==> src/rtl/izh_neuron_scheduler_if.sv <==
// Link between the neuron scheduler and the shared combinational Izhikevich update unit.
// The scheduler presents one neuron's state; the update unit answers in the same cycle.
interface izh_neuron_scheduler_if;
    logic [15:0] dp_v;
    logic [15:0] dp_u;
    logic [15:0] dp_i;
    logic [15:0] dp_v_next;
    logic [15:0] dp_u_next;
    logic        dp_spike;

    modport master (
        output dp_v, dp_u, dp_i,
        input  dp_v_next, dp_u_next, dp_spike
    );

    modport slave (
        input  dp_v, dp_u, dp_i,
        output dp_v_next, dp_u_next, dp_spike
    );
endinterface

==> src/rtl/izh_neuron_scheduler.sv <==
// Time-multiplexes one Izhikevich update unit over N_NEURONS virtual neurons,
// holding v/u/I banks locally and sweeping every neuron once per start.
module izh_neuron_scheduler #(
    parameter int N_NEURONS = 4,
    parameter int IDX_W     = 2
) (
    input  logic                    clk,
    input  logic                    reset,
    input  logic                    start,
    input  logic                    cur_wr_en,
    input  logic [IDX_W-1:0]        cur_wr_idx,
    input  logic [15:0]             cur_wr_data,
    input  logic [IDX_W-1:0]        rd_idx,
    output logic [15:0]             rd_v,
    output logic [15:0]             rd_u,
    izh_neuron_scheduler_if.master  dp,
    output logic                    busy,
    output logic                    done,
    output logic                    spike_valid,
    output logic [IDX_W-1:0]        spike_idx,
    output logic [N_NEURONS-1:0]    spike_vec,
    output logic [15:0]             step_count
);

    typedef enum logic [1:0] {
        ST_IDLE = 2'd0,
        ST_RUN  = 2'd1,
        ST_DONE = 2'd2
    } state_e;

    localparam logic [IDX_W-1:0] LAST_IDX = IDX_W'(N_NEURONS - 1);

    state_e                 state_q, state_d;
    logic [IDX_W-1:0]       idx_q;
    logic [15:0]            v_q [N_NEURONS];
    logic [15:0]            u_q [N_NEURONS];
    logic [15:0]            i_q [N_NEURONS];
    logic [N_NEURONS-1:0]   spike_vec_q;
    logic [15:0]            step_count_q;
    logic                   spike_valid_q;
    logic [IDX_W-1:0]       spike_idx_q;
    logic                   run_s;
    logic [IDX_W-1:0]       sel_s;

    // State register.
    always_ff @(posedge clk) begin
        if (reset) begin
            state_q <= ST_IDLE;
        end else begin
            state_q <= state_d;
        end
    end

    // Next-state logic; start is only looked at in IDLE, so it is never queued.
    always_comb begin
        state_d = state_q;
        case (state_q)
            ST_IDLE: begin
                if (start) state_d = ST_RUN;
                else       state_d = ST_IDLE;
            end
            ST_RUN: begin
                if (idx_q == LAST_IDX) state_d = ST_DONE;
                else                   state_d = ST_RUN;
            end
            ST_DONE: state_d = ST_IDLE;
            default: state_d = ST_IDLE;
        endcase
    end

    // Output decode; outside RUN the update unit sees neuron 0 and its results are dropped.
    always_comb begin
        run_s = 1'b0;
        done  = 1'b0;
        case (state_q)
            ST_RUN:  run_s = 1'b1;
            ST_DONE: done  = 1'b1;
            default: begin
                run_s = 1'b0;
                done  = 1'b0;
            end
        endcase
        busy     = run_s;
        sel_s    = run_s ? idx_q : {IDX_W{1'b0}};
        dp.dp_v  = v_q[sel_s];
        dp.dp_u  = u_q[sel_s];
        dp.dp_i  = i_q[sel_s];
        rd_v     = v_q[rd_idx];
        rd_u     = u_q[rd_idx];
    end

    // Sweep index, spike bookkeeping and step counter.
    always_ff @(posedge clk) begin
        if (reset) begin
            idx_q         <= {IDX_W{1'b0}};
            spike_vec_q   <= {N_NEURONS{1'b0}};
            step_count_q  <= 16'h0000;
            spike_valid_q <= 1'b0;
            spike_idx_q   <= {IDX_W{1'b0}};
        end else begin
            if (state_q == ST_IDLE && start) begin
                idx_q       <= {IDX_W{1'b0}};
                spike_vec_q <= {N_NEURONS{1'b0}};
            end else if (run_s) begin
                idx_q              <= idx_q + IDX_W'(1);
                spike_vec_q[idx_q] <= dp.dp_spike;
            end
            if (state_q == ST_DONE) begin
                step_count_q <= step_count_q + 16'd1;
            end
            spike_valid_q <= run_s & dp.dp_spike;
            spike_idx_q   <= idx_q;
        end
    end

    // State and current banks; a current write lands at the edge, so the cycle that
    // is sweeping the same neuron still uses the old value.
    always_ff @(posedge clk) begin
        if (reset) begin
            for (int k = 0; k < N_NEURONS; k++) begin
                v_q[k] <= 16'h0000;
                u_q[k] <= 16'h0000;
                i_q[k] <= 16'h0000;
            end
        end else begin
            if (run_s) begin
                v_q[idx_q] <= dp.dp_v_next;
                u_q[idx_q] <= dp.dp_u_next;
            end
            if (cur_wr_en) begin
                i_q[cur_wr_idx] <= cur_wr_data;
            end
        end
    end

    assign spike_vec   = spike_vec_q;
    assign step_count  = step_count_q;
    assign spike_valid = spike_valid_q;
    assign spike_idx   = spike_idx_q;

endmodule
==> src/flat_wrapper.sv <==
// flat-port wrapper written by rule: the top's interface ports become plain ports
module izh_neuron_scheduler_flat 
#(
    parameter int N_NEURONS = 4,
    parameter int IDX_W     = 2
)
  (clk, reset, start, cur_wr_en, cur_wr_idx, cur_wr_data, rd_idx, rd_v, rd_u, busy, done, spike_valid, spike_idx, spike_vec, step_count, dp_dp_v, dp_dp_u, dp_dp_i, dp_dp_v_next, dp_dp_u_next, dp_dp_spike);
  izh_neuron_scheduler_if dp_i ();
  input  logic clk;
  input  logic reset;
  input  logic start;
  input  logic cur_wr_en;
  input  logic [IDX_W-1:0] cur_wr_idx;
  input  logic [15:0] cur_wr_data;
  input  logic [IDX_W-1:0] rd_idx;
  output logic [15:0] rd_v;
  output logic [15:0] rd_u;
  output logic busy;
  output logic done;
  output logic spike_valid;
  output logic [IDX_W-1:0] spike_idx;
  output logic [N_NEURONS-1:0] spike_vec;
  output logic [15:0] step_count;
  output wire logic [$bits(dp_i.dp_v)-1:0] dp_dp_v;
  output wire logic [$bits(dp_i.dp_u)-1:0] dp_dp_u;
  output wire logic [$bits(dp_i.dp_i)-1:0] dp_dp_i;
  input wire logic [$bits(dp_i.dp_v_next)-1:0] dp_dp_v_next;
  input wire logic [$bits(dp_i.dp_u_next)-1:0] dp_dp_u_next;
  input wire logic [$bits(dp_i.dp_spike)-1:0] dp_dp_spike;
  assign dp_dp_v = dp_i.dp_v;
  assign dp_dp_u = dp_i.dp_u;
  assign dp_dp_i = dp_i.dp_i;
  assign dp_i.dp_v_next = dp_dp_v_next;
  assign dp_i.dp_u_next = dp_dp_u_next;
  assign dp_i.dp_spike = dp_dp_spike;
  izh_neuron_scheduler #(.N_NEURONS(N_NEURONS), .IDX_W(IDX_W)) u_core (.clk(clk), .reset(reset), .start(start), .cur_wr_en(cur_wr_en), .cur_wr_idx(cur_wr_idx), .cur_wr_data(cur_wr_data), .rd_idx(rd_idx), .rd_v(rd_v), .rd_u(rd_u), .dp(dp_i), .busy(busy), .done(done), .spike_valid(spike_valid), .spike_idx(spike_idx), .spike_vec(spike_vec), .step_count(step_count));
endmodule
==> config.mk <==
export PLATFORM = sky130hd
export DESIGN_NAME = izh_neuron_scheduler_flat
export DESIGN_NICKNAME = d
export VERILOG_FILES = /design/src/rtl/izh_neuron_scheduler_if.sv /design/src/rtl/izh_neuron_scheduler.sv /design/src/flat_wrapper.sv
export SDC_FILE = /design/constraint.sdc
export NUM_CORES = 1
export LEC_CHECK = 0
export CORE_MARGIN = 8
export CORE_UTILIZATION = 55
export CTS_CLUSTER_SIZE = 16
export DETAILED_ROUTE_END_ITERATION = 10
export PLACE_DENSITY_LB_ADDON = 0.1
export SETUP_SLACK_MARGIN = 0.02
export SLEW_MARGIN = 25
export SYNTH_ARGS = -nofsm -noshare
export SYNTH_HDL_FRONTEND = slang
export SYNTH_SLANG_ARGS = --single-unit
export TNS_END_PERCENT = 10
==> constraint.sdc <==
create_clock -name clk -period 3.7 [get_ports clk]
set_clock_uncertainty 0.1 [all_clocks]
set_input_delay 0.74 -clock clk [delete_from_list [all_inputs] [get_ports clk]]
set_output_delay 0.74 -clock clk [all_outputs]
set_load 0.02 [all_outputs]
==> results of run 1 <==
routing by layer:
layer  share of wire  up-vias
met5               0        -
met4           0.019        0
met3           0.081       36
met2            0.49      315
met1            0.41     3663
li1                -     3511
path summary, 6_finish.rpt:
check	to	slack (ns)	depth (start not counted)
worst max register to register	u_core.v_q[0][0]	0.89	5
worst min register to register	u_core.spike_vec[3]	0.37	2
worst min-delay path	u_core.spike_vec[3]	0.37	2
worst max-delay path	dp_dp_v[10]	0.02	4
final cells by class:
type | count | area (um^2)
Timing Repair Buffer | 185 | 1900
Clock buffer | 23 | 576
Clock inverter | 18 | 158
Inverter | 4 | 15.0
Multi-Input combinational cell | 576 | 4390
Tap cell | 265 | 332
Fill cell | 1435 | 5850
Sequential cell | 219 | 6310
sequential cells by signal, indices dropped and copies added (netlist names):
register / flops
u_core.i_q: 64
u_core.u_q: 64
u_core.v_q: 64
u_core.step_count: 16
u_core.spike_vec: 4
u_core.idx_q: 2
u_core.spike_idx: 2
u_core.state_q: 2
u_core.spike_valid: 1
report_power, final:
group | internal, mW | total (mW) | leakage [nW] | switching [mW]
combinational | 0.385 | 0.842 | 2.66 | 0.457
clock | 1.33 | 2.24 | 0.351 | 0.906
sequential | 2.83 | 2.89 | 2.17 | 0.0641
cells in the mapped netlist (3+ instances only):
| master | count |
|---|---|
| or2_2 | 4 |
| nand2_1 | 12 |
| nand4_1 | 5 |
| a21oi_1 | 9 |
| buf_1 | 4 |
| inv_1 | 3 |
| o21ai_0 | 49 |
| nor2_1 | 65 |
| and2_1 | 195 |
| a221oi_1 | 48 |
| nand3b_1 | 49 |
| clkbuf_1 | 43 |
| nand3_1 | 7 |
| ha_1 | 5 |
| xnor2_1 | 5 |
| nor3_2 | 3 |
| edfxtp_1 | 192 |
| mux2i_1 | 49 |
| mux4_2 | 32 |
| nand2b_1 | 3 |
| buf_2 | 16 |
| xor2_1 | 7 |
| dfxtp_1 | 27 |
stage by stage:
step	power [mW]	setup TNS (ns)	cell area, um^2
4_1_cts	6.02	0	13600
3_3_place_gp	3.78	0	12900
5_1_grt	6.17	-0.112	13700
6_report	5.98	0	13700
3_5_place_dp	3.79	0	12900
2_1_floorplan	3.38	0	11000
tightest hold or removal path, cell delays in order (launching register included):
cell and delay, ns:
dfxtp_1 0.32, nand2_1 0.05, a21oi_1 0.05
cell families (layout without fill, tap and decap cells):
logic type                 count (synthesis)  count (layout)  synth area share
muxes                                     81              81             0.111
DFF                                      219             219             0.576
buffers and inverters                     71             230            0.0282
adders and majority gates                  5               5           0.00571
and+or+nand+nor                          363             363             0.199
AOI/OAI and AO/OA                        115             115            0.0710
xor gates and xnor gates                  12              12           0.00959
timing repair:
item,4_1_cts,5_1_grt
setup endpoints to repair,0,20
gates resized for setup,0,11
endpoints found under the hold margin,0,0
==> impl_results.md, run 1 <==
* Status: completed
* Leakage at 5.18 nW
* First DRT Iteration DRCs at 448
* Yosys reg bits at 219
* DIE WIDTH at ~160 um
* Final setup margin at 0.0214 ns
* RSZ-0062 raised after global routing: true
* DRC at 0
* Total congestion overflow at 0
* Total Nets Final at 1071
* Fin cells at around 1300
* Worst endpoint required time at 2.86 ns
* CP Class: reg2out
* Htree depth at 1
* Most frequent cells in the layout: 194 x and2_1, 192 x edfxtp_1, 149 x clkdlybuf4s50_1
* Syn Inst Count at 866
* Vias in the first global route at 7453
* Drt wl/cell at 20.8 um
* Buf+Inv Stages, Crit Path at 3
* Ys async rst share at 0
* Std cell rows at 51
* Power per Cell Area at 437 nW/um^2
* Ys Warns at 0
* Critical path, cell by cell: inv_2 > buf_4 > a221oi_1 > clkdlybuf4s50_1
* Grt peak-use layer: met2
* Max VDD drop at 0.398 mV
* Max Buffers Root-to-Sink at 3
* Placed cell count at 1249
* Fin crit share at 0.994
* Ant. Diodes at 0
* Slew @ Worst Pin at around 0.97 ns
* Io pins at 162
* Worst-Skew Late Latency at 0.49 ns
* Final core occ at 0.701
* Syn Area/Cell at 12.7 um^2
* Detail Route Antenna Nets at 0
* Synth cell types at 48
* Min cycle time layout at between 3 and 4 ns
* Most common cell after layout, fill and taps aside: and2_1
* Grt met1 use at 0.279
* Cell taking the most area after synthesis: edfxtp_1
* M2 GR Usage at 0.369
* CTS tree: built
* CP max-delay cell: clkdlybuf4s50_1
* Vias/cell at 5.83
* All-Layer GR Usage at 0.215
* Top-area cell type share of the netlist area at 0.526
* RePlAce Congestion at roughly 0.79
* DR pass1 iterations at 5
* Die Height at 157 um
* Post-place setup slack at between 0.5 and 0.6 ns
* Hold WC Path Type: reg2reg
* Die area at ~25000 um^2
* Hold wc startpoint: u_core.spike_vec[3]
* CP delay by family, top: buffers and inverters
* Core ar. at 19500 um^2
* CP Capture Type: output port
* Clock transition at the registers of the reported paths at 0.06 ns
* Register area share after synthesis at 0.576
* Worst setup SP type: flop
* Clk sinks at 219
* Largest net degree at the start of global routing at 59
* Synthesis-to-finish area growth at 24.9%
* Critical R2R Launch: u_core.state_q[0]
* DP Wirelength at 16800 um
* Via count at 7525
* Post-CTS Setup Bufs at 0
* CTS Root Cell: clkbuf_16
* Share of cells above drive strength 1 at 0.105
* Synth Net Count at 928
* Global-route wire length before repair at 41200 um
* Initial Utilization at 0.561
* Final setup violation count at 0
* Ranking of synthesized cells by area: edfxtp_1 53%, and2_1 11%, mux4_2 6.6%
* FMAX at 272 MHz
* Smallest hold slack at 0.367 ns
* Top FF cell, synth: edfxtp_1
* Hold Fails Final Rpt at 0
* Final wirelength at 26900 um
* Crit path launch: u_core.idx_q[0]
* I/O Buffers at 161
* Mapped cell area at 11000 um^2
* Cts bufs inserted at 23
* Max_slew headroom at 0.353
* Antenna violations before repair at 0
* Hold Buf Count CTS at 0
* Worst path max stage delay at 0.70 ns
* Max FO, Critical Path at 25
* CP Data Arrival Time at 2.84 ns
* Slew Limit Fails at 0
* GR Util met3 at 0.0326
* Post-synth EDFFs at between 150 and 200
* Max_cap viols at 0
Power figures use the tool's default switching activity.
==> run 2: changes to the inputs <==
--- a/config.mk
+++ b/config.mk
@@ -9,6 +9,7 @@
 export CORE_UTILIZATION = 55
 export CTS_CLUSTER_SIZE = 16
 export DETAILED_ROUTE_END_ITERATION = 10
+export HOLD_SLACK_MARGIN = 0.15
 export PLACE_DENSITY_LB_ADDON = 0.1
 export SETUP_SLACK_MARGIN = 0.02
 export SLEW_MARGIN = 25
==> results of run 2 <==
The final DEF is identical to that of run 1; final timing and power are the same.
==> run 3: changes to the inputs <==
--- a/config.mk
+++ b/config.mk
@@ -9,6 +9,7 @@
 export CORE_UTILIZATION = 55
 export CTS_CLUSTER_SIZE = 16
 export DETAILED_ROUTE_END_ITERATION = 10
+export GPL_ROUTABILITY_DRIVEN = 0
 export HOLD_SLACK_MARGIN = 0.15
 export PLACE_DENSITY_LB_ADDON = 0.1
 export SETUP_SLACK_MARGIN = 0.02
==> results of run 3 <==
The final DEF is identical to that of run 1; final timing and power are the same.
